$ cat src/rtl/unified_mem_arbiter.sv
// Arbiter sharing one single-ported, fixed-latency memory between the fetch and load/store ports.
// Define ARB_FAIRNESS_EN to force a fetch grant after STREAK_MAX consecutive data grants.
module unified_mem_arbiter #(
    parameter int AW         = 32,
    parameter int DW         = 32,
    parameter int LATENCY    = 2,
    parameter int STREAK_MAX = 4
) (
    input  logic          clk_i,
    input  logic          rst_i,
    input  logic          if_req_i,
    input  logic [AW-1:0] if_addr_i,
    output logic          if_ack_o,
    output logic [DW-1:0] if_rdata_o,
    input  logic          mem_req_i,
    input  logic          mem_we_i,
    input  logic [AW-1:0] mem_addr_i,
    input  logic [DW-1:0] mem_wdata_i,
    output logic          mem_ack_o,
    output logic [DW-1:0] mem_rdata_o,
    output logic          ram_en_o,
    output logic          ram_we_o,
    output logic [AW-1:0] ram_addr_o,
    output logic [DW-1:0] ram_wdata_o,
    input  logic [DW-1:0] ram_rdata_i,
    output logic          stall_if_o,
    output logic          stall_mem_o,
    output logic          busy_o
);

    localparam int CW = (LATENCY > 1) ? $clog2(LATENCY) : 1;

    typedef enum logic [1:0] {IDLE, ACCESS, DONE} state_t;
    typedef enum logic [1:0] {GNT_NONE, GNT_I, GNT_D} grant_t;

    state_t          state;
    state_t          next_state;
    grant_t          grant;
    logic [CW-1:0]   cnt;
    logic            lat_we;
    logic [AW-1:0]   lat_addr;
    logic [DW-1:0]   lat_wdata;
    logic [DW-1:0]   if_rdata_q;
    logic [DW-1:0]   mem_rdata_q;
    logic            force_i;
    logic            pick_d;
    logic            pick_i;
    logic            last_cycle;

`ifdef ARB_FAIRNESS_EN
    localparam int SW = $clog2(STREAK_MAX + 1);
    logic [SW-1:0] streak;

    assign force_i = if_req_i && (streak == SW'(STREAK_MAX));

    // Streak only measures how long a waiting fetch has been passed over.
    always_ff @(posedge clk_i) begin
        if (!rst_i) begin
            streak <= '0;
        end else if (state == IDLE) begin
            if (!if_req_i || pick_i) begin
                streak <= '0;
            end else if (pick_d) begin
                streak <= streak + 1'b1;
            end
        end
    end
`else
    assign force_i = 1'b0;
`endif

    assign pick_d     = mem_req_i && !force_i;
    assign pick_i     = if_req_i && !pick_d;
    assign last_cycle = (cnt == '0);

    always_ff @(posedge clk_i) begin
        if (!rst_i) begin
            state <= IDLE;
        end else begin
            state <= next_state;
        end
    end

    always_comb begin
        next_state  = state;
        ram_en_o    = 1'b0;
        ram_we_o    = 1'b0;
        ram_addr_o  = '0;
        ram_wdata_o = '0;
        if_ack_o    = 1'b0;
        mem_ack_o   = 1'b0;
        case (state)
            IDLE: begin
                if (pick_d || pick_i) begin
                    next_state = ACCESS;
                end
            end
            ACCESS: begin
                ram_en_o    = 1'b1;
                ram_addr_o  = lat_addr;
                ram_wdata_o = lat_wdata;
                ram_we_o    = last_cycle && (grant == GNT_D) && lat_we;
                if (last_cycle) begin
                    next_state = DONE;
                end
            end
            DONE: begin
                if_ack_o   = (grant == GNT_I);
                mem_ack_o  = (grant == GNT_D);
                next_state = IDLE;
            end
            default: next_state = IDLE;
        endcase
    end

    // Request fields are latched at grant so a requester dropping mid-access cannot disturb it.
    always_ff @(posedge clk_i) begin
        if (!rst_i) begin
            grant       <= GNT_NONE;
            cnt         <= '0;
            lat_we      <= 1'b0;
            lat_addr    <= '0;
            lat_wdata   <= '0;
            if_rdata_q  <= '0;
            mem_rdata_q <= '0;
        end else begin
            case (state)
                IDLE: begin
                    if (pick_d || pick_i) begin
                        grant     <= pick_d ? GNT_D : GNT_I;
                        cnt       <= CW'(LATENCY - 1);
                        lat_we    <= pick_d && mem_we_i;
                        lat_addr  <= pick_d ? mem_addr_i : if_addr_i;
                        lat_wdata <= pick_d ? mem_wdata_i : '0;
                    end
                end
                ACCESS: begin
                    if (!last_cycle) begin
                        cnt <= cnt - 1'b1;
                    end else if (grant == GNT_I) begin
                        if_rdata_q <= ram_rdata_i;
                    end else if ((grant == GNT_D) && !lat_we) begin
                        mem_rdata_q <= ram_rdata_i;
                    end
                end
                DONE: begin
                    grant <= GNT_NONE;
                end
                default: grant <= GNT_NONE;
            endcase
        end
    end

    assign if_rdata_o  = if_rdata_q;
    assign mem_rdata_o = mem_rdata_q;
    assign stall_if_o  = if_req_i && !if_ack_o;
    assign stall_mem_o = mem_req_i && !mem_ack_o;
    assign busy_o      = (state != IDLE);

endmodule

$ cat config.mk
export PLATFORM = sky130hd
export DESIGN_NAME = unified_mem_arbiter
export DESIGN_NICKNAME = d
export VERILOG_FILES = /design/src/rtl/unified_mem_arbiter.sv
export SDC_FILE = /design/constraint.sdc
export NUM_CORES = 1
export LEC_CHECK = 0
export ABC_AREA = 1
export CORE_UTILIZATION = 45
export CTS_CLUSTER_SIZE = 24
export DETAILED_ROUTE_END_ITERATION = 10
export GPL_TIMING_DRIVEN = 0
export PLACE_DENSITY = 0.83
export SYNTH_ARGS = -nofsm -noshare
export SYNTH_HDL_FRONTEND = slang
export SYNTH_SLANG_ARGS = --single-unit
$ cat constraint.sdc
create_clock -name clk_i -period 2.36 [get_ports clk_i]
set_input_delay 0.236 -clock clk_i [delete_from_list [all_inputs] [get_ports clk_i]]
set_output_delay 0.236 -clock clk_i [all_outputs]
set_load 0.02 [all_outputs]
After elaboration in Yosys (flattened, before gate mapping)

Cells that the tools add are included.

Add/sub/neg operators: 1
Equal/unequal tests: 6
Multiplexer cells: 17
Bitwise operators: 3
Reduce and logical (&&, ||, !) cells: 21

Operators by type and width:

| kind                | number |
|---|---|
| $mux 32             | 4 |
| $mux 2              | 4 |
| $pmux 2 s2          | 2 |
| $reduce_and 2->1    | 4 |
| $logic_and 1x1->1   | 7 |
| $mux 1              | 6 |
| $eq 2x1->1 const B  | 2 |
| $eq 2x2->1 const B  | 2 |
| $logic_not 1->1     | 4 |
| $ne 2x2->1 const B  | 2 |
| $reduce_and 4->1    | 1 |
| $reduce_bool 2->1   | 2 |
| $not 1->1           | 3 |
| $reduce_and 3->1    | 1 |
| $logic_not 2->1     | 1 |
| $pmux 1 s2          | 1 |
| $logic_or 1x1->1    | 1 |
| $sub 1x1->1 const B | 1 |

Register bits after elaboration: 134
Input port bits: 133
Output and inout bits: 135
Word-level logic and storage cells: 56

Longest topological paths before layout

Gate-level depths: netlist of the first run.

Word-level depth: 5
Depth in mapped cells: 8
Gate-level depth less buffers: 7

Worst setup path after synthesis of the first run

Ideal clock, no wire load.

Kind: register -> output
From: reg grant[0]
To: out stall_mem_o
Arrival time: 1.428 ns
Required time: 2.124 ns
Slack: 0.696 ns
Cell stages (with the launch flop): 3
Cell sequence: dfxtp_1 -> nor4_1 -> nor2_1

Longest elaborated chain between the ends: 4

RTL lines:

| element                  | line | text |
|---|---|---|
| start: declaration       | 38   | `grant_t grant;` |
| start signal: assignment | 130  | `grant <= pick_d ? GNT_D : GNT_I;` |
| $eq 2x2->1               | 109  | `mem_ack_o = (grant == GNT_D);` |
| $mux 1                   | 92   | `case (state)` |
| via mem_ack_o            | 19   | `output logic mem_ack_o,` |
| $logic_not 1->1          | 157  | `assign stall_mem_o = mem_req_i && !mem_ack_o;` |
| $logic_and 1x1->1        | 157  |  |
| end: declaration         | 27   | `output logic stall_mem_o,` |

The timed path passes the listed nets, and every way through them passes these cells.

Worst setup path after layout of the first run

From: reg state[1]
To: out ram_wdata_o[24]

Longest elaborated chain between the ends: 2

RTL lines:

| element                  | line | text |
|---|---|---|
| start: declaration       | 36   | `state_t state;` |
| start signal: assignment | 80   | `state <= next_state;` |
| $eq 2x1->1               | 92   |  |
| $mux 32                  | 92   |  |
| end: declaration         | 24   | `output logic [DW-1:0] ram_wdata_o,` |

No other way between the ends.

==> impl_metrics.json, run 1 <==
{
  "leakagePower_nw": 4.399,
  "final_area_sq_um": 9429,
  "antenna_found_initial": 0,
  "place_hpwl_um": 13940,
  "cts_tree": "yes",
  "yosysTopAreaCellShare": 0.4557,
  "synth-seq-area-share": 0.4557,
  "cts_buffer_depth": 2,
  "routed_wl_um": 18620,
  "finalCritPeriodShare": 0.9703,
  "grt_remaining_overflow": 0,
  "fillers": 1046,
  "drtPass1Iterations": 5,
  "ioPinCount": 268,
  "stdcell_count": 1347,
  "vias": 6426,
  "cap_violations": 0,
  "chipWidth_um": 116.4,
  "first_global_vias": 6036,
  "reg2reg_from": "grant[1]",
  "r2r_slack_ns": 0.97,
  "critPathKind": "reg -> out",
  "whs_ns": 0.3320,
  "ys_types": 26,
  "mostFrequentLayoutCells": "clkdlybuf4s50_1 (216), nand2_1 (200), nor2_1 (195)",
  "min_period_ns": 2.290,
  "whs_endpoint": "lat_wdata[12]",
  "cts_sinks": 134,
  "core_area_sq_um": 12670,
  "cts_root_buf": "clkbuf_16",
  "r2r-end": "mem_rdata_o[11]",
  "cp.required_ns": 2.12,
  "std_cell_rows": 41,
  "ir_drop_mv": 0.4639,
  "die_area_sq_um": 13540,
  "antenna_cells": 0,
  "cts_buffers": 17,
  "combPwrFrac": 0.184,
  "startpoint_type": "flip-flop",
  "nets": 1295,
  "outcome": "finished clean",
  "busiest_layer": "met2",
  "start_util": 0.4646,
  "first_iter_violations": 481,
  "post-route-drc-count": 0,
  "dpl.cell_count": 1315,
  "rsz0062_at_grt": "false",
  "final_common_cell": "clkdlybuf4s50_1",
  "drive_gt1_frac": 0.07745,
  "tightest_slew_ns": 0.5109,
  "pwr-share-clk": 0.434,
  "max_freq_mhz": 436.7,
  "power_density_nw_per_um2": 686.1,
  "yosys.area.top_type": "dfxtp_1",
  "ant_nets": 0,
  "place_area_sq_um": 8765,
  "hold_violations": 0,
  "postSynthAreaPerCell_sq_um": 6.713,
  "finalSetupViolCount": 0,
  "end_kind": "output port",
  "post-route-util": 0.7441,
  "worstRegToRegCells": 6,
  "crit_start": "state[1]",
  "grt_pass1_wl_um": 28750,
  "crit_arrival_ns": 2.05,
  "switching_share": 0.2653,
  "p_int_mw": 4.753,
  "holdPathStages": 5,
  "syn-num-nets": 1010,
  "seqPwrFrac": 0.382,
  "place.gp.congestion": 0.8708,
  "yosys-top-cells-area": "dfxtp_1 (46%), nand2_1 (13%), nor2_1 (12%)",
  "viasPerCell": 4.771,
  "hold_start": "mem_req_i",
  "htree_num_levels": 4,
  "wl_per_cell_um": 13.82,
  "grtUsageMet3": 0.09081,
  "clkTransAtPathRegs_ns": 0.06,
  "numPortBuffers": 266,
  "syn_to_final_growth_pct": 60.17,
  "postSynthCellCount": 877,
  "globalRouteMet2Util": 0.5065,
  "synthesis.area_sq_um": 5887,
  "hold_path_class": "in -> reg",
  "grt_start_max_net_pins": 17,
  "ys_ff_latch": 134,
  "drv_slew": 0,
  "grt_util_met1": 0.2967,
  "yosysWarnings": 0,
  "worstSkewPairLatency_ns": 0.41,
  "p_sw_mw": 1.716,
  "grt_use_total": 0.2783,
  "worst-path-max-fanout": 10,
  "fin_skew_ns": 0.006577,
  "slew_headroom": 0.6594,
  "die_h_um": 116.4
}
==> how the worst max path moves through the flow <==
stage                            to  slack (ns)  depth (start not counted)
finish              ram_wdata_o[24]        0.07                          6
global route          ram_addr_o[5]       0.003                          6
CTS                  ram_wdata_o[2]       -0.03                          6
detailed placement         ram_we_o        0.30                          4
global placement           ram_we_o        0.31                          4
floorplan               stall_mem_o        0.70                          2
==> power by group through the flow <==
stage	registers (mW)	clock network, mW	logic (mW)
6_report	2.47	2.81	1.19
5_1_grt	2.49	2.94	1.30
4_1_cts	2.47	2.82	1.19
3_5_place_dp	2.52	0	1.19
3_3_place_gp	2.51	0	1.18
2_1_floorplan	2.55	0	0.598
==> cell usage after synthesis (all sizes together) <==
cell    count
nand2     204
nor2      200
dfxtp     134
inv       106
a21oi      69
o21ai      65
buf        45
nand4      32
clkbuf     14
clkinv      3
nand3       2
nor4        2
nor3        1
==> cell families (layout without fill, tap and decap cells) <==
| kind of cell | count (synthesis) | count (layout) | synth area share |
|---|---|---|---|
| flip-flops | 134 | 134 | 0.4557 |
| AND/OR/NAND/NOR | 441 | 441 | 0.3069 |
| AO/OA/AOI/OAI | 134 | 134 | 0.1139 |
| buffers and inverters | 168 | 466 | 0.1235 |
==> timing repair <==
action | in CTS | in global routing
setup buffers | 0 | 0
resized for setup | 28 | 28
hold buffers | 0 | 0
pin swaps | 0 | 0
endpoints found under the setup margin | 45 | 27
hold endpoints to repair | 0 | 0
==> worst max-delay path, cell delays in order (launching register included) <==
cell             delay (ns)
dfxtp_1                0.33
inv_2                  0.09
nand2_4                0.09
clkbuf_4               0.21
clkbuf_4               0.21
nor2_1                 0.10
clkdlybuf4s50_1        0.61
==> per-stage QoR <==
step	setup WS [ns]	total power, mW	setup TNS (ns)
CTS	-0.02683	6.484	-0.2325
global route	0.002510	6.734	0
detailed placement	0.2982	3.712	0
finish	0.07014	6.469	0
floorplan	0.6963	3.145	0
global placement	0.3137	3.693	0
==> sequential cells by signal, summed over array words and instances, names as in the netlist <==
signal	count
if_rdata_o	32
state	2
lat_addr	32
grant	2
mem_rdata_o	32
lat_wdata	32
cnt	1
lat_we	1
==> per-layer routing <==
metal  vias to the layer above  routed length, um
met2                       239               9310
met4                         0                414
met5                         -                  0
met1                      2873               7483
li1                       3277                  -
met3                        37               1414
==> layout make-up <==
cell class | instances | area, sq um | area share
multi-input combinational | 575 | 2477 | 0.2627
inverter | 109 | 414.1 | 0.04392
clock buffer | 19 | 452.9 | 0.04804
sequential | 134 | 2684 | 0.2846
tap | 172 | 215.2 | 0.02282
clock inverter | 13 | 177.7 | 0.01884
timing repair buffer | 266 | 2686 | 0.2849
buffer | 59 | 321.6 | 0.03410
(Power assumes the default switching activity.)
==> inputs of run 2 (changes only) <==
Settings changed: GPL_ROUTABILITY_DRIVEN from default to 0.
==> results of run 2 <==
No change in the layout: final DEF, timing and power equal those of run 1.
